$ cat src/rtl/glide_freq_table.sv
// glide_freq_table: registered multi-channel note-to-divider table with
// per-channel portamento and an LFSR-driven random voice on channel 0.
module glide_freq_table #(
  parameter int CHANNELS    = 2,
  parameter int DIV_W       = 18,
  parameter int GLIDE_SHIFT = 4,
  parameter int TICK_DIV    = 12000,
  parameter int GOOF_TICKS  = 125,
  parameter int MAX_OCT     = 4,
  localparam int CH_W = (CHANNELS > 1) ? $clog2(CHANNELS) : 1
) (
  input  logic                      clk,
  input  logic                      n_rst,
  input  logic                      req_valid,
  output logic                      req_ready,
  input  logic [CH_W-1:0]           req_ch,
  input  logic [3:0]                req_key,
  input  logic [2:0]                req_octave,
  input  logic                      req_glide,
  input  logic                      goof_en,
  output logic [CHANNELS*DIV_W-1:0] divider,
  output logic [CHANNELS-1:0]       settled,
  output logic                      err
);

  localparam int TC_W = (TICK_DIV > 1) ? $clog2(TICK_DIV) : 1;
  localparam int GC_W = (GOOF_TICKS > 1) ? $clog2(GOOF_TICKS) : 1;
  localparam logic [DIV_W-1:0] RST_DIV = DIV_W'(45868);

  function automatic logic [DIV_W-1:0] base_div(input logic [3:0] k);
    logic [DIV_W-1:0] r;
    unique case (k)
      4'd0:    r = DIV_W'(183458);
      4'd1:    r = DIV_W'(173160);
      4'd2:    r = DIV_W'(163443);
      4'd3:    r = DIV_W'(154281);
      4'd4:    r = DIV_W'(145613);
      4'd5:    r = DIV_W'(137441);
      4'd6:    r = DIV_W'(129730);
      4'd7:    r = DIV_W'(122449);
      4'd8:    r = DIV_W'(115574);
      4'd9:    r = DIV_W'(109091);
      4'd10:   r = DIV_W'(102969);
      4'd11:   r = DIV_W'(97190);
      4'd12:   r = DIV_W'(91736);
      default: r = '0;
    endcase
    return r;
  endfunction

  // note index 0..59 walks the table by octave; above that, shifted C
  function automatic logic [DIV_W-1:0] goof_div(input logic [5:0] n);
    logic [DIV_W-1:0] r;
    if (n < 6'd60) begin
      r = base_div(4'(n % 6'd12)) >> (n / 6'd12);
    end else begin
      r = base_div(4'd0) >> (n - 6'd59);
    end
    return r;
  endfunction

  logic            s1_valid_q, s1_valid_d;
  logic [CH_W-1:0] s1_ch_q, s1_ch_d;
  logic [3:0]      s1_key_q, s1_key_d;
  logic [2:0]      s1_oct_q, s1_oct_d;
  logic            s1_gl_q, s1_gl_d;

  logic [TC_W-1:0] tick_cnt_q, tick_cnt_d;
  logic [GC_W-1:0] goof_cnt_q, goof_cnt_d;
  logic [5:0]      lfsr_q, lfsr_d;

  logic [DIV_W-1:0] cur_q [CHANNELS];
  logic [DIV_W-1:0] cur_d [CHANNELS];
  logic [DIV_W-1:0] tgt_q [CHANNELS];
  logic [DIV_W-1:0] tgt_d [CHANNELS];
  logic [CHANNELS-1:0] gl_q, gl_d;

  logic [DIV_W-1:0] dlt [CHANNELS];
  logic [DIV_W-1:0] stp [CHANNELS];

  logic             accept;
  logic             tick;
  logic             goof_fire;
  logic [DIV_W-1:0] goof_note;
  logic             s1_bad;
  logic             s1_ign;
  logic             wr_en;
  logic [2:0]       oct_eff;
  logic [DIV_W-1:0] wr_div;

  assign req_ready = !s1_valid_q;
  assign accept    = req_valid && req_ready;
  assign tick      = (tick_cnt_q == TC_W'(TICK_DIV - 1));

  assign s1_bad  = (s1_key_q > 4'd12) || (int'(s1_ch_q) >= CHANNELS);
  assign s1_ign  = goof_en && (s1_ch_q == '0);
  assign err     = s1_valid_q && s1_bad;
  assign wr_en   = s1_valid_q && !s1_bad && !s1_ign;
  assign oct_eff = (s1_oct_q > 3'(MAX_OCT)) ? 3'(MAX_OCT) : s1_oct_q;
  assign wr_div  = base_div(s1_key_q) >> oct_eff;

  // capture an accepted request; stage 1 holds it for exactly one cycle
  always_comb begin
    s1_valid_d = accept;
    s1_ch_d    = s1_ch_q;
    s1_key_d   = s1_key_q;
    s1_oct_d   = s1_oct_q;
    s1_gl_d    = s1_gl_q;
    if (accept) begin
      s1_ch_d  = req_ch;
      s1_key_d = req_key;
      s1_oct_d = req_octave;
      s1_gl_d  = req_glide;
    end
  end

  // glide tick divider, goof tick counter and LFSR advance
  always_comb begin
    tick_cnt_d = tick ? '0 : tick_cnt_q + TC_W'(1);
    goof_cnt_d = goof_cnt_q;
    lfsr_d     = lfsr_q;
    goof_fire  = 1'b0;
    if (!goof_en) begin
      goof_cnt_d = '0;
    end else if (tick) begin
      if (goof_cnt_q == GC_W'(GOOF_TICKS - 1)) begin
        goof_cnt_d = '0;
        lfsr_d     = {lfsr_q[4:0], lfsr_q[5] ^ lfsr_q[4]};
        goof_fire  = 1'b1;
      end else begin
        goof_cnt_d = goof_cnt_q + GC_W'(1);
      end
    end
  end

  assign goof_note = goof_div(lfsr_d);

  // per-channel slew step: |target-current| >> shift, at least 1
  always_comb begin
    for (int i = 0; i < CHANNELS; i++) begin
      if (cur_q[i] > tgt_q[i]) begin
        dlt[i] = cur_q[i] - tgt_q[i];
      end else begin
        dlt[i] = tgt_q[i] - cur_q[i];
      end
      stp[i] = dlt[i] >> GLIDE_SHIFT;
      if (stp[i] == '0) begin
        stp[i] = DIV_W'(1);
      end
    end
  end

  // channel update: glide step, then goof jump, then request write win
  always_comb begin
    for (int i = 0; i < CHANNELS; i++) begin
      cur_d[i] = cur_q[i];
      tgt_d[i] = tgt_q[i];
      gl_d[i]  = gl_q[i];
      if (tick && gl_q[i] && (cur_q[i] != tgt_q[i])) begin
        if (cur_q[i] > tgt_q[i]) begin
          cur_d[i] = cur_q[i] - stp[i];
        end else begin
          cur_d[i] = cur_q[i] + stp[i];
        end
      end
      if (goof_fire && (i == 0)) begin
        cur_d[i] = goof_note;
        tgt_d[i] = goof_note;
        gl_d[i]  = 1'b0;
      end
      if (wr_en && (s1_ch_q == CH_W'(i))) begin
        tgt_d[i] = wr_div;
        gl_d[i]  = s1_gl_q;
        if (!s1_gl_q) begin
          cur_d[i] = wr_div;
        end
      end
    end
  end

  // control registers
  always_ff @(posedge clk or negedge n_rst) begin
    if (!n_rst) begin
      s1_valid_q <= 1'b0;
      s1_ch_q    <= '0;
      s1_key_q   <= '0;
      s1_oct_q   <= '0;
      s1_gl_q    <= 1'b0;
      tick_cnt_q <= '0;
      goof_cnt_q <= '0;
      lfsr_q     <= 6'b000001;
    end else begin
      s1_valid_q <= s1_valid_d;
      s1_ch_q    <= s1_ch_d;
      s1_key_q   <= s1_key_d;
      s1_oct_q   <= s1_oct_d;
      s1_gl_q    <= s1_gl_d;
      tick_cnt_q <= tick_cnt_d;
      goof_cnt_q <= goof_cnt_d;
      lfsr_q     <= lfsr_d;
    end
  end

  // channel state registers
  always_ff @(posedge clk or negedge n_rst) begin
    if (!n_rst) begin
      gl_q <= '0;
      for (int i = 0; i < CHANNELS; i++) begin
        cur_q[i] <= RST_DIV;
        tgt_q[i] <= RST_DIV;
      end
    end else begin
      gl_q <= gl_d;
      for (int i = 0; i < CHANNELS; i++) begin
        cur_q[i] <= cur_d[i];
        tgt_q[i] <= tgt_d[i];
      end
    end
  end

  for (genvar g = 0; g < CHANNELS; g++) begin : g_out
    assign divider[g*DIV_W +: DIV_W] = cur_q[g];
    assign settled[g] = (cur_q[g] == tgt_q[g]);
  end

endmodule

$ cat config.mk
export PLATFORM = sky130hd
export DESIGN_NAME = glide_freq_table
export DESIGN_NICKNAME = d
export VERILOG_FILES = /design/src/rtl/glide_freq_table.sv
export SDC_FILE = /design/constraint.sdc
export NUM_CORES = 1
export LEC_CHECK = 0
export BUFFER_PORTS_ARGS = -buffer_cell sky130_fd_sc_hd__buf_2
export CAP_MARGIN = 40
export CORE_UTILIZATION = 54
export CTS_BUF_LIST = sky130_fd_sc_hd__clkbuf_8
export DETAILED_ROUTE_END_ITERATION = 10
export PLACE_DENSITY = 0.76
export SYNTH_ARGS = -nofsm -noshare
export SYNTH_HDL_FRONTEND = slang
export SYNTH_SLANG_ARGS = --single-unit
$ cat constraint.sdc
create_clock -name clk -period 17.4 [get_ports clk]
set_input_delay 0.87 -clock clk [delete_from_list [all_inputs] [get_ports clk]]
set_output_delay 0.87 -clock clk [all_outputs]
set_load 0.02 [all_outputs]
==> run metrics <==
net count after synthesis=1921; max-cap violation count=0; initial antenna violation count=0; CTS tree=yes; Final setup viols=0; worst slack at placement=9.89 ns; R2R setup slack=9.73 ns; htree depth=3; via-per-instance ratio=6.58; final WL=41400 um; crit-path max cell delay=between 0.5 and 0.6 ns; commonest non-fill, non-tap cell in the layout=nand2_1; Starting Density=55.3%; Max FO, Critical Path=18; Reg-to-Reg End=divider[15]$_DFF_PN1_; Synth Flop Type=dfrtp_1; Initial DRT Pass Iterations=6; drt drc=0; hpwl dp=roughly 32000 um; Slew @ Worst Pin=1.03 ns; fin crit share=44.1%; total CTS buffers=9; Slew Viols, Final=0; RSZ-0062 raised after global routing=false; clock sink count=111; CP Launch Type=flip-flop; Finished Layout Cells=approximately 2100; io pins=53; setup slack after layout=just under 10 ns; CP Class=flip-flop to flip-flop; ANT cells=0; Hold Startpoint=tick_cnt_q[0]$_DFF_PN0_; Vias=13800; Setup Skew=0.0235 ns; met3 routed WL=roughly 3500 um; Layout Nets=about 1900; Post-DRT Antenna Nets=0; root buffer cell=clkbuf_8; Worst-Skew Late Latency=0.39 ns; placed cell count=2083; f_max=~130 MHz; Hold Path Depth=1; Reg clk slew, reported paths=0.10 ns; status=finished, final reports clean; Yosys reg bits=between 100 and 150; met1 wire length=19100 um; number of flops mapped to enable cells by yosys=0; mean cell area of the mapped netlist=7.59 um^2; critical register-to-register path startpoint=divider[12]$_DFF_PN1_; row cnt=57; Die Ht=between 150 and 200 um; post-synthesis sequential area ratio=around a fifth; vias in the first global route=12400; clock buffer depth=2; setup repair bufs after CTS=0; die area=25700 um^2; routability cong.=1.04; Rel. slew slack=~30%; crit path DAT=7.98 ns; worst setup path start=divider[12]$_DFF_PN1_; CTS Hold Bufs=0; wire per inst=19.7 um; Ys Warns=0; largest area contributor in the netlist=dfrtp_1; global-route wire length before repair=67000 um; cells after synthesis=between 1500 and 2000; Crit path required time=17.71 ns; top cells by area, synth=dfrtp_1, ha_1, dfstp_2; gr usage total=about 32%; worst hold path class=flip-flop to flip-flop; Synth-to-Final Area Change=4.82%; wire length on met2=between 15000 and 20000 um; GRT overflow=0; hold path endpoint=tick_cnt_q[0]$_DFF_PN0_; Fin. Hold Viols=0; Core Util, Final=57.9%; Yosys cell types=106; Crit. End Element=flip-flop; min Tclk post-route=7.67 ns; Die Wd=about 160 um; share of post-route cells with drive strength above 1=11.3%; Iteration-0 DRC Markers=around 1500; most frequent cells in the layout=nand2_1, a21oi_1, o21ai_0; mapped cell area=13500 um^2; pin count of the biggest net entering global routing=64; IO Port Bufs=52; Synth top area share=14.4%; Worst R2R Path Depth=29; Slowest-stage cell, CP=dfstp_2; sum of negative setup slack=0 ns; Async SR Flop Fraction=100%; cts repair resizes=0; Top Layer Used=met4; Core ar.=24500 um^2
## Yosys cell counts, drive strengths merged, types with 37 or more instances
| cell type | count |
|---|---|
| nand2 | 171 |
| inv | 119 |
| o211ai | 37 |
| clkbuf | 66 |
| a21o | 52 |
| dfrtp | 78 |
| nor2 | 134 |
| ha | 124 |
| a211oi | 38 |
| xnor2 | 48 |
| nor3 | 46 |
| o21ai | 143 |
| a21oi | 150 |
| nand3 | 61 |
## per-layer routing
metal | global-route usage (%) | vias to the layer above
met5 | 0 | -
met4 | 11.3 | 0
met3 | 3.64 | 75
met2 | 48.0 | 654
met1 | 47.5 | 6538
li1 | - | 6536
## worst max-delay path by stage
| stage | endpoint | slack [ns] | cells after the start |
|---|---|---|---|
| 6_report | divider[15]$_DFF_PN1_ | 9.73 | 29 |
| 2_1_floorplan | divider[34]$_DFF_PN0_ | 11.00 | 28 |
| 4_1_cts | divider[15]$_DFF_PN1_ | 9.83 | 29 |
| 5_1_grt | divider[15]$_DFF_PN1_ | 9.12 | 29 |
| 3_5_place_dp | divider[15]$_DFF_PN1_ | 9.89 | 29 |
| 3_3_place_gp | divider[13]$_DFF_PN1_ | 9.42 | 28 |
## final cells by class
| cell class | count | area [um^2] |
|---|---|---|
| Tap cell | 324 | 405 |
| Timing Repair Buffer | 74 | 463 |
| Inverter | 120 | 450 |
| Sequential cell | 111 | 2820 |
| Multi-Input combinational cell | 1454 | 9850 |
| Clock inverter | 6 | 52.6 |
| Clock buffer | 10 | 138 |
| Fill cell | 2293 | 10300 |
## state kept, by name, indices dropped and copies added, names as in the netlist
signal,count
s1_gl_q,1
lfsr_q,6
s1_key_q,4
s1_valid_q,1
divider,36
goof_cnt_q,7
gl_q,2
s1_oct_q,3
tgt_q,36
tick_cnt_q,14
s1_ch_q,1
## cells by family after synthesis
logic type / after synthesis / synth area share, %
AO/OA/AOI/OAI: 631 / 31.0
AND/OR/NAND/NOR: 571 / 21.0
buffers and inverters: 217 / 6.44
adder cells (fa/ha/maj): 126 / 11.8
flip-flops: 111 / 20.8
XOR/XNOR: 79 / 5.23
multiplexers: 47 / 3.73
## metrics by stage
step                      hold slack [ns]  cell area [um^2]
after floorplan                     0.439             13500
after global placement              0.456             13900
after detailed placement            0.460             14000
after CTS                           0.481             14200
after global routing                0.525             14200
final                               0.486             14200
## critical path, delay by kind of cell, from the launching register on
family | cells | cell delay, ns
and+or+nand+nor | 10 | 2.55
AOI/OAI and AO/OA | 9 | 2.12
DFF | 1 | 0.59
xor gates and xnor gates | 3 | 0.53
buffers and inverters | 3 | 0.44
muxes | 1 | 0.38
adders and majority gates | 3 | 0.97
Power is left out: the tool's default activity adds up to more than one toggle a clock period on the data nets, which glitch-free logic cannot reach.
